--- src/rtl/fifo_access_ctrl.sv ---
// fifo_access_ctrl: push-button front-end for synchronous_fifo.
// Debounces the write/read buttons, arbitrates between them, issues one-cycle
// wr/rd strobes, tracks occupancy and keeps the last written/read bytes for
// the seven-segment display path.
//
// Handshake: a debounced rising edge raises a pending flag that stays up until
// the FSM consumes it in IDLE. A write is accepted only when fifo_full is low
// and a read only when fifo_empty is low. The matching strobe is high for
// exactly the one cycle after acceptance. Read data is taken RD_LAT cycles
// after the read strobe cycle.
module fifo_access_ctrl #(
   parameter int DEB_CYCLES = 250000,
   parameter int DEPTH      = 16,
   parameter int CNT_W      = 5,
   parameter int RD_LAT     = 1
) (
   input  logic             clk,
   input  logic             reset,
   input  logic             btn_wr,
   input  logic             btn_rd,
   input  logic [7:0]       sw_data,
   input  logic             fifo_full,
   input  logic             fifo_empty,
   input  logic [7:0]       fifo_data_out,
   output logic             fifo_wr,
   output logic             fifo_rd,
   output logic [7:0]       fifo_data_in,
   output logic [7:0]       last_wr_data,
   output logic [7:0]       last_rd_data,
   output logic [CNT_W-1:0] occupancy,
   output logic             busy,
   output logic             err_full,
   output logic             err_empty,
   output logic [1:0]       dbg_state
);

   localparam int   DBW      = $clog2(DEB_CYCLES) + 1;
   localparam logic LAT_LAST = (RD_LAT == 2);

   typedef enum logic [1:0] {
      S_IDLE  = 2'd0,
      S_WR    = 2'd1,
      S_RD    = 2'd2,
      S_RWAIT = 2'd3
   } state_t;

   state_t           r_state;
   state_t           w_next;
   logic [1:0]       w_btn;
   logic [1:0]       w_rise;
   logic             r_pend_wr;
   logic             r_pend_rd;
   logic             r_prio;       // 0: write wins a tie, 1: read wins
   logic             r_fifo_wr;
   logic             r_fifo_rd;
   logic [7:0]       r_data_in;
   logic [7:0]       r_last_wr;
   logic [7:0]       r_last_rd;
   logic [CNT_W-1:0] r_occ;
   logic             r_err_full;
   logic             r_err_empty;
   logic             r_lat_cnt;
   logic             w_serve_wr;
   logic             w_serve_rd;
   logic             w_acc_wr;
   logic             w_acc_rd;
   logic             w_ref_wr;
   logic             w_ref_rd;
   logic             w_tog;

   assign w_btn = {btn_rd, btn_wr};

   // Per-button synchronizer + debounce counter + rising-edge pulse.
   // The synchronizer resets to 1 so a button held through reset never looks
   // released; r_arm only opens once a released (low) level has been seen.
   for (genvar g = 0; g < 2; g++) begin : g_deb
      logic [1:0]     r_sync;
      logic [DBW-1:0] r_cnt;
      logic           r_db;
      logic           r_arm;
      logic           r_rise;

      // Count consecutive samples that disagree with the debounced level.
      always_ff @(posedge clk or posedge reset) begin
         if (reset) begin
            r_sync <= 2'b11;
            r_cnt  <= '0;
            r_db   <= 1'b0;
            r_arm  <= 1'b0;
            r_rise <= 1'b0;
         end else begin
            r_sync <= {r_sync[0], w_btn[g]};
            r_rise <= 1'b0;
            if (r_sync[1] != r_db) begin
               if (r_cnt == DBW'(DEB_CYCLES - 1)) begin
                  r_db   <= r_sync[1];
                  r_cnt  <= '0;
                  r_rise <= r_sync[1] & r_arm;
               end else begin
                  r_cnt <= r_cnt + 1'b1;
               end
            end else begin
               r_cnt <= '0;
            end
            if (!r_sync[1] && !r_db) r_arm <= 1'b1;
         end
      end

      assign w_rise[g] = r_rise;
   end

   // Next-state and accept/refuse decisions.
   always_comb begin
      w_next     = r_state;
      w_serve_wr = 1'b0;
      w_serve_rd = 1'b0;
      w_acc_wr   = 1'b0;
      w_acc_rd   = 1'b0;
      w_ref_wr   = 1'b0;
      w_ref_rd   = 1'b0;
      w_tog      = 1'b0;
      case (r_state)
         S_IDLE: begin
            if (r_pend_wr && r_pend_rd) begin
               w_tog = 1'b1;
               if (r_prio) w_serve_rd = 1'b1;
               else        w_serve_wr = 1'b1;
            end else if (r_pend_wr) begin
               w_serve_wr = 1'b1;
            end else if (r_pend_rd) begin
               w_serve_rd = 1'b1;
            end
            if (w_serve_wr) begin
               if (fifo_full) w_ref_wr = 1'b1;
               else begin
                  w_acc_wr = 1'b1;
                  w_next   = S_WR;
               end
            end
            if (w_serve_rd) begin
               if (fifo_empty) w_ref_rd = 1'b1;
               else begin
                  w_acc_rd = 1'b1;
                  w_next   = S_RD;
               end
            end
         end
         S_WR:    w_next = S_IDLE;
         S_RD:    w_next = S_RWAIT;
         S_RWAIT: if (r_lat_cnt == LAT_LAST) w_next = S_IDLE;
         default: w_next = S_IDLE;
      endcase
   end

   // State register.
   always_ff @(posedge clk or posedge reset) begin
      if (reset) r_state <= S_IDLE;
      else       r_state <= w_next;
   end

   // Strobes, pending flags, captured data, occupancy and error flags.
   always_ff @(posedge clk or posedge reset) begin
      if (reset) begin
         r_fifo_wr   <= 1'b0;
         r_fifo_rd   <= 1'b0;
         r_pend_wr   <= 1'b0;
         r_pend_rd   <= 1'b0;
         r_prio      <= 1'b0;
         r_data_in   <= '0;
         r_last_wr   <= '0;
         r_last_rd   <= '0;
         r_occ       <= '0;
         r_err_full  <= 1'b0;
         r_err_empty <= 1'b0;
         r_lat_cnt   <= 1'b0;
      end else begin
         r_fifo_wr <= (w_next == S_WR);
         r_fifo_rd <= (w_next == S_RD);
         // A new edge wins over a same-cycle consume; extra edges are absorbed.
         r_pend_wr <= (r_pend_wr & ~(w_acc_wr | w_ref_wr)) | w_rise[0];
         r_pend_rd <= (r_pend_rd & ~(w_acc_rd | w_ref_rd)) | w_rise[1];
         if (w_tog)    r_prio      <= ~r_prio;
         if (w_acc_wr) r_data_in   <= sw_data;
         if (w_ref_wr) r_err_full  <= 1'b1;
         if (w_ref_rd) r_err_empty <= 1'b1;
         case (r_state)
            S_IDLE: begin
               if (fifo_empty && (r_occ != '0)) r_occ <= '0;
            end
            S_WR: begin
               r_last_wr  <= r_data_in;
               r_err_full <= 1'b0;
               if (r_occ != CNT_W'(DEPTH)) r_occ <= r_occ + 1'b1;
            end
            S_RD: begin
               r_lat_cnt <= 1'b0;
            end
            S_RWAIT: begin
               r_lat_cnt <= r_lat_cnt + 1'b1;
               if (r_lat_cnt == LAT_LAST) begin
                  r_last_rd   <= fifo_data_out;
                  r_err_empty <= 1'b0;
                  if (r_occ != '0) r_occ <= r_occ - 1'b1;
               end
            end
            default: ;
         endcase
      end
   end

   assign fifo_wr      = r_fifo_wr;
   assign fifo_rd      = r_fifo_rd;
   assign fifo_data_in = r_data_in;
   assign last_wr_data = r_last_wr;
   assign last_rd_data = r_last_rd;
   assign occupancy    = r_occ;
   assign busy         = (r_state != S_IDLE);
   assign err_full     = r_err_full;
   assign err_empty    = r_err_empty;
   assign dbg_state    = r_state;

endmodule

--- config.mk ---
export PLATFORM = sky130hd
export DESIGN_NAME = fifo_access_ctrl
export DESIGN_NICKNAME = d
export VERILOG_FILES = /design/src/rtl/fifo_access_ctrl.sv
export SDC_FILE = /design/constraint.sdc
export NUM_CORES = 1
export LEC_CHECK = 0
export CAP_MARGIN = 5
export CORE_ASPECT_RATIO = 0.6
export CORE_MARGIN = 1
export CORE_UTILIZATION = 49
export CTS_CLUSTER_DIAMETER = 60
export DETAILED_ROUTE_END_ITERATION = 7
export PLACE_DENSITY_LB_ADDON = 0.05
export SYNTH_ARGS = -nofsm -noshare
export SYNTH_HDL_FRONTEND = slang
export SYNTH_SLANG_ARGS = --single-unit
--- constraint.sdc ---
create_clock -name clk -period 3.7 [get_ports clk]
set_input_delay 0.74 -clock clk [delete_from_list [all_inputs] [get_ports clk]]
set_output_delay 0.74 -clock clk [all_outputs]
set_load 0.01 [all_outputs]
==> out/results.ini, run 1 <==
[synthesis]
synth_common_cells=83 x dfrtp_1, 47 x nor2_1, 25 x mux2_2
yosysMostFrequentCell=dfrtp_1
syn_avg_cell_area_um2=11.1
ys.flop_type=dfrtp_1
synth_fa_ha_area_share_pct=1.58
synth-seq-area-share_pct=55.0
yosysWarningCount=0
synth_edf_count=0
synth-xor-area-share_pct=7.06
synth_top_family_by_area=simple AND/OR/NAND/NOR gates
synth_async_sr_flop_share_pct=100
synth_compound_area_share_pct=5.80
synth_fp_nets=386
synth_largest_area_cell=dfrtp_1
synth_cell_types=49
synthCells=359
synth_top_area_share_pct=52.3
synth_seq_cells=87
syn_area_um2=3970
synth_mux_area_share_pct=8.10
yosys.area_share.simple_pct=19.5
yosys-top-cells-area=dfrtp_1 52%, mux2_2 7.1%, nor2_1 4.4%, xnor2_1 4.2%, xor2_1 2.9%

[critical_path]
arrival_ps=1710
cp_cell_sequence=nor2_1 -> inv_1 -> clkdlybuf4s50_1
critical_path_required_ps=2960
crit_cells=3
critPathMaxStageDelay_ps=500
critPathMaxFanout=11
crit_type=flop to output pin
r2r_start=dbg_state[1]
crit_buf_inv=2
critical-path-top-delay-family=buffers and inverters
start_kind=flop
cp_slowest_cell=dfrtp_1
rr_worst_depth=7
reg2reg_setup_slack_ps=1530
reg2reg_to=occupancy[4]
cp-end-kind=output pin

[detailed_routing]
remaining_drc_errors=0
wl_per_cell_um=14.5
ant_nets=0
drt-initial-drc-count=271
finalWirelength_um=7600
vias=2824
firstDrtPassIters=4
routed_via_density=5.37

[sta]
setup_ws_ps=1250
relSlewSlack_pct=38.0
fin_skew_ps=6.55
finalCritPeriodShare_pct=66.1
finalCriticalPeriod_ps=2450
rsz0062_at_grt=false
hold_viol=0
setup_viol=0
slew_violations=0
fmax_mhz=409
worst_slew_pin_slew_ps=927
tns_ps=0

[clock_network]
clock-sinks=87
hold_buffers=0
cts.clk_slew.worst_paths_ps=60
cts_setup_buffers=0
tritoncts=done
cts_resized=0
htreeDepth=3
cts_buffers=9
cts-root-buf=clkbuf_16
cts_buffer_depth=2
insertion_delay_ps=330

[cells_and_area]
drive_above_1_share_pct=12.8
nets=445
synthToLayoutAreaGrowth_pct=25.3
fill_cells=559
seq_area_um2=2180
num_antenna_cells=0
multi_input_comb_area_um2=1670
final_area_um2=4970

[floorplanning]
start_util_pct=52.6
die_height_um=71.7
fp.dieArea_um2=8470
pin_count=58
rows=24
coreArea_um2=7540
fp.dieW_um=118

[power_and_ir_drop]
powerDensity_nw_per_um2=405
leakage_nw=2.16
vdd_drop_max_uv=275

[placement]
port_buffers=57
dp_slack_ps=1400
gp_congestion=0.923
dp_hpwl_um=5210
place_area_um2=4650

[global_routing]
grt_start_max_net_pins=88
track_usage_pct=19.7
grt_pass1_vias=2568
grt_overflow_total=0
grt_pass1_wl_um=13000
antenna_found_initial=0

[flow_run]
maxCapViolCount=0

[min_path]
hold_depth=0
whs_endpoint=g_deb[1].r_sync[1]
min_from=g_deb[1].r_sync[0]
hp-class=flop to flop

[run_status]
outcome=completed

-- placed cells by master (no fill, tap or decap), drive strengths merged, types with 11 or more instances in the layout --
cell and n:
dfrtp 83, clkdlybuf4s50 57, nor2 47, mux2 25, xnor2 19, nand3 17, inv 16, nand2 15
xor2 13, nand4 13, nor4 11
-- worst max path at each step --
stage,from,to,slack (ps)
6_report,dbg_state[1],busy,1250
3_3_place_gp,fifo_full,fifo_data_in[3],1460
3_5_place_dp,fifo_full,fifo_data_in[4],1400
4_1_cts,dbg_state[0],busy,1240
5_1_grt,dbg_state[0],busy,1150
2_1_floorplan,reset,dbg_state[0],720
-- per-stage QoR --
step                utilization [%]  hold WS [ps]  power [mW]  cells
finish                         66.0           357        2.01    526
global route                   66.0           362        2.09    526
CTS                            66.0           356        2.04    526
detailed placement             61.7           351        1.07    511
global placement               61.7           347        1.07    511
floorplan                         -           345        1.03    359
-- layout make-up --
type	count	share of cell area, %
Clock buffer	10	4.81
Tap cell	104	2.62
Sequential cell	87	43.9
Clock inverter	5	1.66
Timing Repair Buffer	60	12.2
Inverter	17	1.31
Multi-Input combinational cell	243	33.5
-- sequential cells by signal (all words and copies together), names as in the netlist --
register and cells:
g_deb.r_cnt 38, fifo_data_in 8, last_rd_data 8, last_wr_data 8, occupancy 5, g_deb.r_sync 4
dbg_state 2, g_deb.r_arm 2, g_deb.r_db 2, g_deb.r_rise 2, err_empty 1, err_full 1
fifo_rd 1, fifo_wr 1, r_lat_cnt 1, r_pend_rd 1, r_pend_wr 1, r_prio 1
-- routing by layer --
layer	part of all wire, %	GRT usage, %	up-vias
met2	40	27.0	68
met3	5.3	5.18	8
met5	0	0	-
li1	-	-	1384
met1	54	30.2	1364
met4	1.1	6.41	0
-- power by group --
part           switching [mW]  total (mW)  internal [mW]
sequential            0.00801       0.973          0.965
combinational          0.0400      0.0810         0.0410
clock                   0.352       0.959          0.607
-- cell families (layout without fill, tap and decap cells) --
| group | Yosys count | count (layout) |
|---|---|---|
| AND/OR/NAND/NOR | 144 | 144 |
| XOR/XNOR | 32 | 32 |
| AO/OA/AOI/OAI | 33 | 33 |
| adder cells (fa/ha/maj) | 5 | 5 |
| buffers and inverters | 29 | 92 |
| flip-flops | 87 | 87 |
| multiplexers | 29 | 29 |
No activity file was read; power rests on OpenSTA's default activity.
==> inputs of run 2 (changes only) <==
==> constraint.sdc (replaced) <==
create_clock -name clk -period 2.2 [get_ports clk]
set_input_delay 0.44 -clock clk [delete_from_list [all_inputs] [get_ports clk]]
set_output_delay 0.44 -clock clk [all_outputs]
set_load 0.01 [all_outputs]
==> run 2 against run 1 <==
Flip-flop and latch count stayed put; register-to-register slack worse by 1300 ps; count of clock-buffer cells in the layout rose by 1; die area stayed put; clock power rose by 49%; first-iteration DRC count up 11%; global-route usage grew 1.4 points; setup slack got worse by 1100 ps; design area is 1.7% higher; routed wire length up 5.5%; critical endpoint unchanged.
==> out/results.ini, run 2 (same netlist as run 1, synthesis figures left out) <==
[placement]
dpl.cell_count=525  ; was 511
gp_congestion=0.907  ; was 0.923
dp_slack_ps=212  ; was 1400 ps
port_buffers=57  ; unchanged
dp_hpwl_um=5880  ; was 5210 um
place_area_um2=4770  ; was 4650 um^2

[power_and_ir_drop]
p_total_mw=3.22  ; was 2.01 mW
powerDensity_nw_per_um2=636  ; was 405 nW/um^2
leakage_nw=2.20  ; was 2.16 nW
vdd_drop_max_uv=533  ; was 275 uV

[detailed_routing]
remaining_drc_errors=0  ; unchanged
routed_via_density=5.44  ; was 5.37
drt-initial-drc-count=300  ; was 271
vias=2945  ; was 2824
finalWirelength_um=8020  ; was 7600 um
firstDrtPassIters=5  ; was 4
ant_nets=0  ; unchanged
wl_per_cell_um=14.8  ; was 14.5 um

[min_path]
hp-class=flop to flop  ; unchanged

[sta]
setup_ws_ps=140  ; was 1250 ps
worst_slew_pin_slew_ps=620  ; was 927 ps
relSlewSlack_pct=58.3  ; was 38.0%
slew_violations=0  ; unchanged
fmax_mhz=485
fin_hold_ws_ps=361  ; was 357 ps
tns_ps=0  ; unchanged
fin_skew_ps=4.91  ; was 6.55 ps
rsz0062_at_grt=false  ; unchanged
setup_viol=0  ; unchanged
finalCritPeriodShare_pct=93.6
hold_viol=0  ; unchanged
finalCriticalPeriod_ps=2060

[critical_path]
critical_path_required_ps=1760  ; was 2960 ps
arrival_ps=1620  ; was 1710 ps
reg2reg_setup_slack_ps=270  ; was 1530 ps
critPathMaxFanout=9  ; was 11
crit_type=flop to output pin  ; unchanged
start_kind=flop  ; unchanged
cp-end-kind=output pin  ; unchanged

[cells_and_area]
largest_register_ffs=38  ; unchanged
nets=459  ; was 445
synthToLayoutAreaGrowth_pct=27.5  ; was 25.3%
drive_above_1_share_pct=15.8  ; was 12.8%
final_common_cell=dfrtp_1  ; unchanged
final_core_util_pct=67.1  ; was 66.0%
fill_cells=593  ; was 559
final_area_um2=5060  ; was 4970 um^2
top_register=g_deb.r_cnt  ; unchanged
layout_common_cells=83 x dfrtp_1, 57 x clkdlybuf4s50_1, 46 x nor2_1  ; was 83 x dfrtp_1, 57 x clkdlybuf4s50_1, 47 x nor2_1
finalNonFillerCells=541  ; was 526
num_antenna_cells=0  ; unchanged

[global_routing]
grt_overflow_total=0  ; unchanged
grt_pass1_vias=2778  ; was 2568
grt_pass1_wl_um=13800  ; was 13000 um
antenna_found_initial=0  ; unchanged
grt_start_max_net_pins=24  ; was 88
track_usage_pct=21.1  ; was 19.7%

[clock_network]
cts-root-buf=clkbuf_16  ; unchanged
clock-sinks=87  ; unchanged
tritoncts=done  ; unchanged
cts_buffers=9  ; unchanged
cts.clk_slew.worst_paths_ps=60  ; about the same
cts_setup_buffers=0  ; unchanged
insertion_delay_ps=340  ; was 330 ps
htreeDepth=3  ; unchanged
cts_buffer_depth=2  ; unchanged

[floorplanning]
pin_count=58  ; unchanged
fp.dieArea_um2=8470  ; unchanged
die_height_um=71.7  ; unchanged
coreArea_um2=7540  ; unchanged
start_util_pct=52.6  ; unchanged
rows=24  ; unchanged
fp.dieW_um=118  ; unchanged

[flow_run]
maxCapViolCount=0  ; unchanged

[run_status]
outcome=completed  ; unchanged

## run 2: cell count changes in the layout (fill, tap and decap cells not counted), moves of 2 or more
cell and delta:
buf_4 +13, clkinvlp_4 +3, bufinv_16 -2, clkinv_2 -2, inv_6 +2
## run 2: final timing paths
path / depth (start not counted) / from / end
max in group asynchronous: 3 / reset / g_deb[0].r_cnt[12]
min in group asynchronous: 2 / reset / g_deb[0].r_cnt[4]
worst min register to register: 0 / g_deb[0].r_sync[0] / g_deb[0].r_sync[1]
worst max-delay path: 4 / dbg_state[0] / busy
worst max register to register: 7 / dbg_state[0] / occupancy[4]
worst min-delay path: 0 / g_deb[0].r_sync[0] / g_deb[0].r_sync[1]
## run 2: final cells by class
class                   count  area, um^2  area share [%]
clock inverters             5        41.3           0.816
multi-input cells         243        1670            33.0
well taps                 104         130            2.57
flip-flops and latches     87        2180            43.1
clock buffers              11         243            4.80
inverters                  17        67.6            1.34
repair buffers             74         723            14.3
## run 2: per-layer routing
metal  up-vias  GRT usage [%]  share of wire (%)  wire [um]
met3         8           7.80                7.8        627
met4         0           4.42               0.57         46
met1      1395           31.0                 50       3990
li1       1427              -                  -          -
met2       115           29.7                 42       3350
met5         -              0                  0          0
## run 2: worst max-delay path: stages, from the launching register on
cell	delay (ps)
dfrtp_1	380
buf_4	170
nor2_2	190
inv_1	60
clkdlybuf4s50_1	480
## run 2: what timing repair did
| action | CTS | global route |
|---|---|---|
| setup endpoints to repair | 0 | 1 |
| hold buffers | 0 | 0 |
| resized for setup | 0 | 1 |
## run 2: power by group
part / switching [mW] / leakage [nW] / internal (mW)
Clock: 0.622 / 0.133 / 0.805
Combinational: 0.0719 / 0.907 / 0.0791
Sequential: 0.0140 / 1.16 / 1.62
==> inputs of run 3 (changes only) <==
--- a/config.mk
+++ b/config.mk
@@ -9,6 +9,7 @@
 export CORE_ASPECT_RATIO = 0.6
 export CORE_MARGIN = 1
 export CORE_UTILIZATION = 49
+export CTS_BUF_LIST = sky130_fd_sc_hd__clkbuf_8
 export CTS_CLUSTER_DIAMETER = 60
 export DETAILED_ROUTE_END_ITERATION = 7
 export PLACE_DENSITY_LB_ADDON = 0.05
==> run 3 against run 2 <==
Count of clock-buffer cells in the layout down 1; clock skew up 1.9 ps; highest routed layer unchanged; sequential power about the same; combinational power about the same; largest power group unchanged.
==> out/results.ini, run 3 (same netlist as run 1, synthesis figures left out) <==
[run_status]
outcome=completed  ; unchanged

[sta]
fin_skew_ps=6.86  ; was 4.91 ps
relSlewSlack_pct=58.6  ; was 58.3%
worst_slew_pin_slew_ps=616  ; was 620 ps
finalCriticalPeriod_ps=2090  ; was 2060 ps
slew_violations=0  ; unchanged
finalCritPeriodShare_pct=95.0  ; was 93.6%
hold_viol=0  ; unchanged
rsz0062_at_grt=false  ; unchanged
tns_ps=0  ; unchanged
setup_viol=0  ; unchanged
fmax_mhz=479  ; was 485 MHz

[cells_and_area]
layout_common_cells=83 x dfrtp_1, 57 x clkdlybuf4s50_1, 46 x nor2_1  ; unchanged
synthToLayoutAreaGrowth_pct=24.9  ; was 27.5%
fill_cells=603  ; was 593
largest_register_ffs=38  ; unchanged
drive_above_1_share_pct=15.8  ; unchanged
num_antenna_cells=0  ; unchanged
final_common_cell=dfrtp_1  ; unchanged
nets=459  ; unchanged
top_register=g_deb.r_cnt  ; unchanged

[detailed_routing]
drt-initial-drc-count=345  ; was 300
finalWirelength_um=7950  ; was 8020 um
wl_per_cell_um=14.7  ; was 14.8 um
vias=2935  ; was 2945
ant_nets=0  ; unchanged
firstDrtPassIters=4  ; was 5
routed_via_density=5.43  ; was 5.44
remaining_drc_errors=0  ; unchanged

[critical_path]
critPathLaunch=dbg_state[0]  ; unchanged
cp_slowest_cell=clkdlybuf4s50_1  ; unchanged
critPathMaxStageDelay_ps=480  ; about the same
crit_type=flop to output pin  ; unchanged
critPathMaxFanout=9  ; unchanged
reg2reg_to=occupancy[4]  ; unchanged
critical_path_required_ps=1760  ; about the same
r2r_start=dbg_state[1]  ; was dbg_state[0]
reg2reg_setup_slack_ps=260  ; was 270 ps
cp_cell_sequence=buf_4 -> nor2_2 -> inv_1 -> clkdlybuf4s50_1  ; unchanged
rr_worst_depth=7  ; unchanged
start_kind=flop  ; unchanged
arrival_ps=1650  ; was 1620 ps
cp-end-kind=output pin  ; unchanged

[clock_network]
cts_buffers=9  ; unchanged
hold_buffers=0  ; unchanged
htreeDepth=3  ; unchanged
cts_setup_buffers=0  ; unchanged
tritoncts=done  ; unchanged
cts_buffer_depth=2  ; unchanged
insertion_delay_ps=360  ; was 340 ps
cts.clk_slew.worst_paths_ps=90  ; was 60 ps
clock-sinks=87  ; unchanged
cts-root-buf=clkbuf_8  ; was clkbuf_16

[power_and_ir_drop]
vdd_drop_max_uv=392  ; was 533 uV
p_total_mw=2.81  ; was 3.22 mW
leakage_nw=2.16  ; was 2.20 nW
powerDensity_nw_per_um2=568  ; was 636 nW/um^2

[placement]
gp_congestion=0.907  ; unchanged
port_buffers=57  ; unchanged
dp_hpwl_um=5880  ; unchanged

[global_routing]
track_usage_pct=20.8  ; was 21.1%
grt_pass1_wl_um=13600  ; was 13800 um
antenna_found_initial=0  ; unchanged
grt_start_max_net_pins=24  ; unchanged
grt_pass1_vias=2716  ; was 2778
grt_overflow_total=0  ; unchanged

[floorplanning]
start_util_pct=52.6  ; unchanged
rows=24  ; unchanged
die_height_um=71.7  ; unchanged
pin_count=58  ; unchanged
fp.dieW_um=118  ; unchanged
fp.dieArea_um2=8470  ; unchanged
coreArea_um2=7540  ; unchanged

[flow_run]
maxCapViolCount=0  ; unchanged

[min_path]
min_from=g_deb[0].r_sync[0]  ; unchanged
hold_depth=0  ; unchanged
hp-class=flop to flop  ; unchanged
whs_endpoint=g_deb[0].r_sync[1]  ; unchanged

run 3: cell count changes in the layout (fill, tap and decap cells not counted):
cell,change
clkbuf_1,-1
clkbuf_16,-9
clkbuf_8,+9
inv_1,+1
run 3: through the flow:
step	std cells	hold slack (ps)	utilization (%)	setup WS (ps)	area, um^2
finish	541	366	65.8	110	4960
global placement	525	348	63.3	229	4770
floorplan	359	345	-	264	3970
global route	541	371	65.8	20.8	4960
detailed placement	525	354	63.3	212	4770
CTS	541	362	65.7	16.7	4950
run 3: repair_timing:
item                                    CTS  global route
gates resized for setup                   0             1
endpoints found under the hold margin     0             0
endpoints found under the setup margin    0             1
run 3: layout make-up:
type                    instances  area, um^2  area share (%)
multi-input cells             243        1670            33.7
inverters                      17        67.6            1.36
clock buffers                  10         138            2.78
well taps                     104         130            2.63
flip-flops and latches         87        2180            44.0
clock inverters                 6        45.0           0.909
repair buffers                 74         723            14.6
run 3: how the worst max path moves through the flow:
| stage | end | slack [ps] | depth (start not counted) |
|---|---|---|---|
| 4_1_cts | busy | 20 | 4 |
| 5_1_grt | busy | 20 | 4 |
| 3_5_place_dp | fifo_data_in[4] | 210 | 3 |
| 2_1_floorplan | occupancy[4] | 260 | 8 |
| 3_3_place_gp | fifo_data_in[6] | 230 | 3 |
| 6_report | busy | 110 | 4 |
run 3: layer usage:
layer	track usage [%]	wire length (um)	share of wire, %	vias up
met5	0	0	0	-
li1	-	-	-	1424
met2	29.0	3250	41	101
met1	31.1	4100	52	1400
met4	5.98	70	0.88	0
met3	6.45	532	6.7	10
run 3: worst max-delay path: cells and delay by family (launching register included):
| family | cells | cell delay, ps |
|---|---|---|
| flip-flops | 1 | 380 |
| buffers and inverters | 3 | 710 |
| AND/OR/NAND/NOR | 1 | 190 |
run 3: report_power, final:
| part | internal, mW | leakage, nW | switching (mW) | total (mW) |
|---|---|---|---|---|
| combinational | 0.0791 | 0.907 | 0.0718 | 0.151 |
| sequential | 1.62 | 1.16 | 0.0141 | 1.63 |
| clock | 0.447 | 0.0907 | 0.581 | 1.03 |
| total | 2.15 | 2.16 | 0.667 | 2.81 |
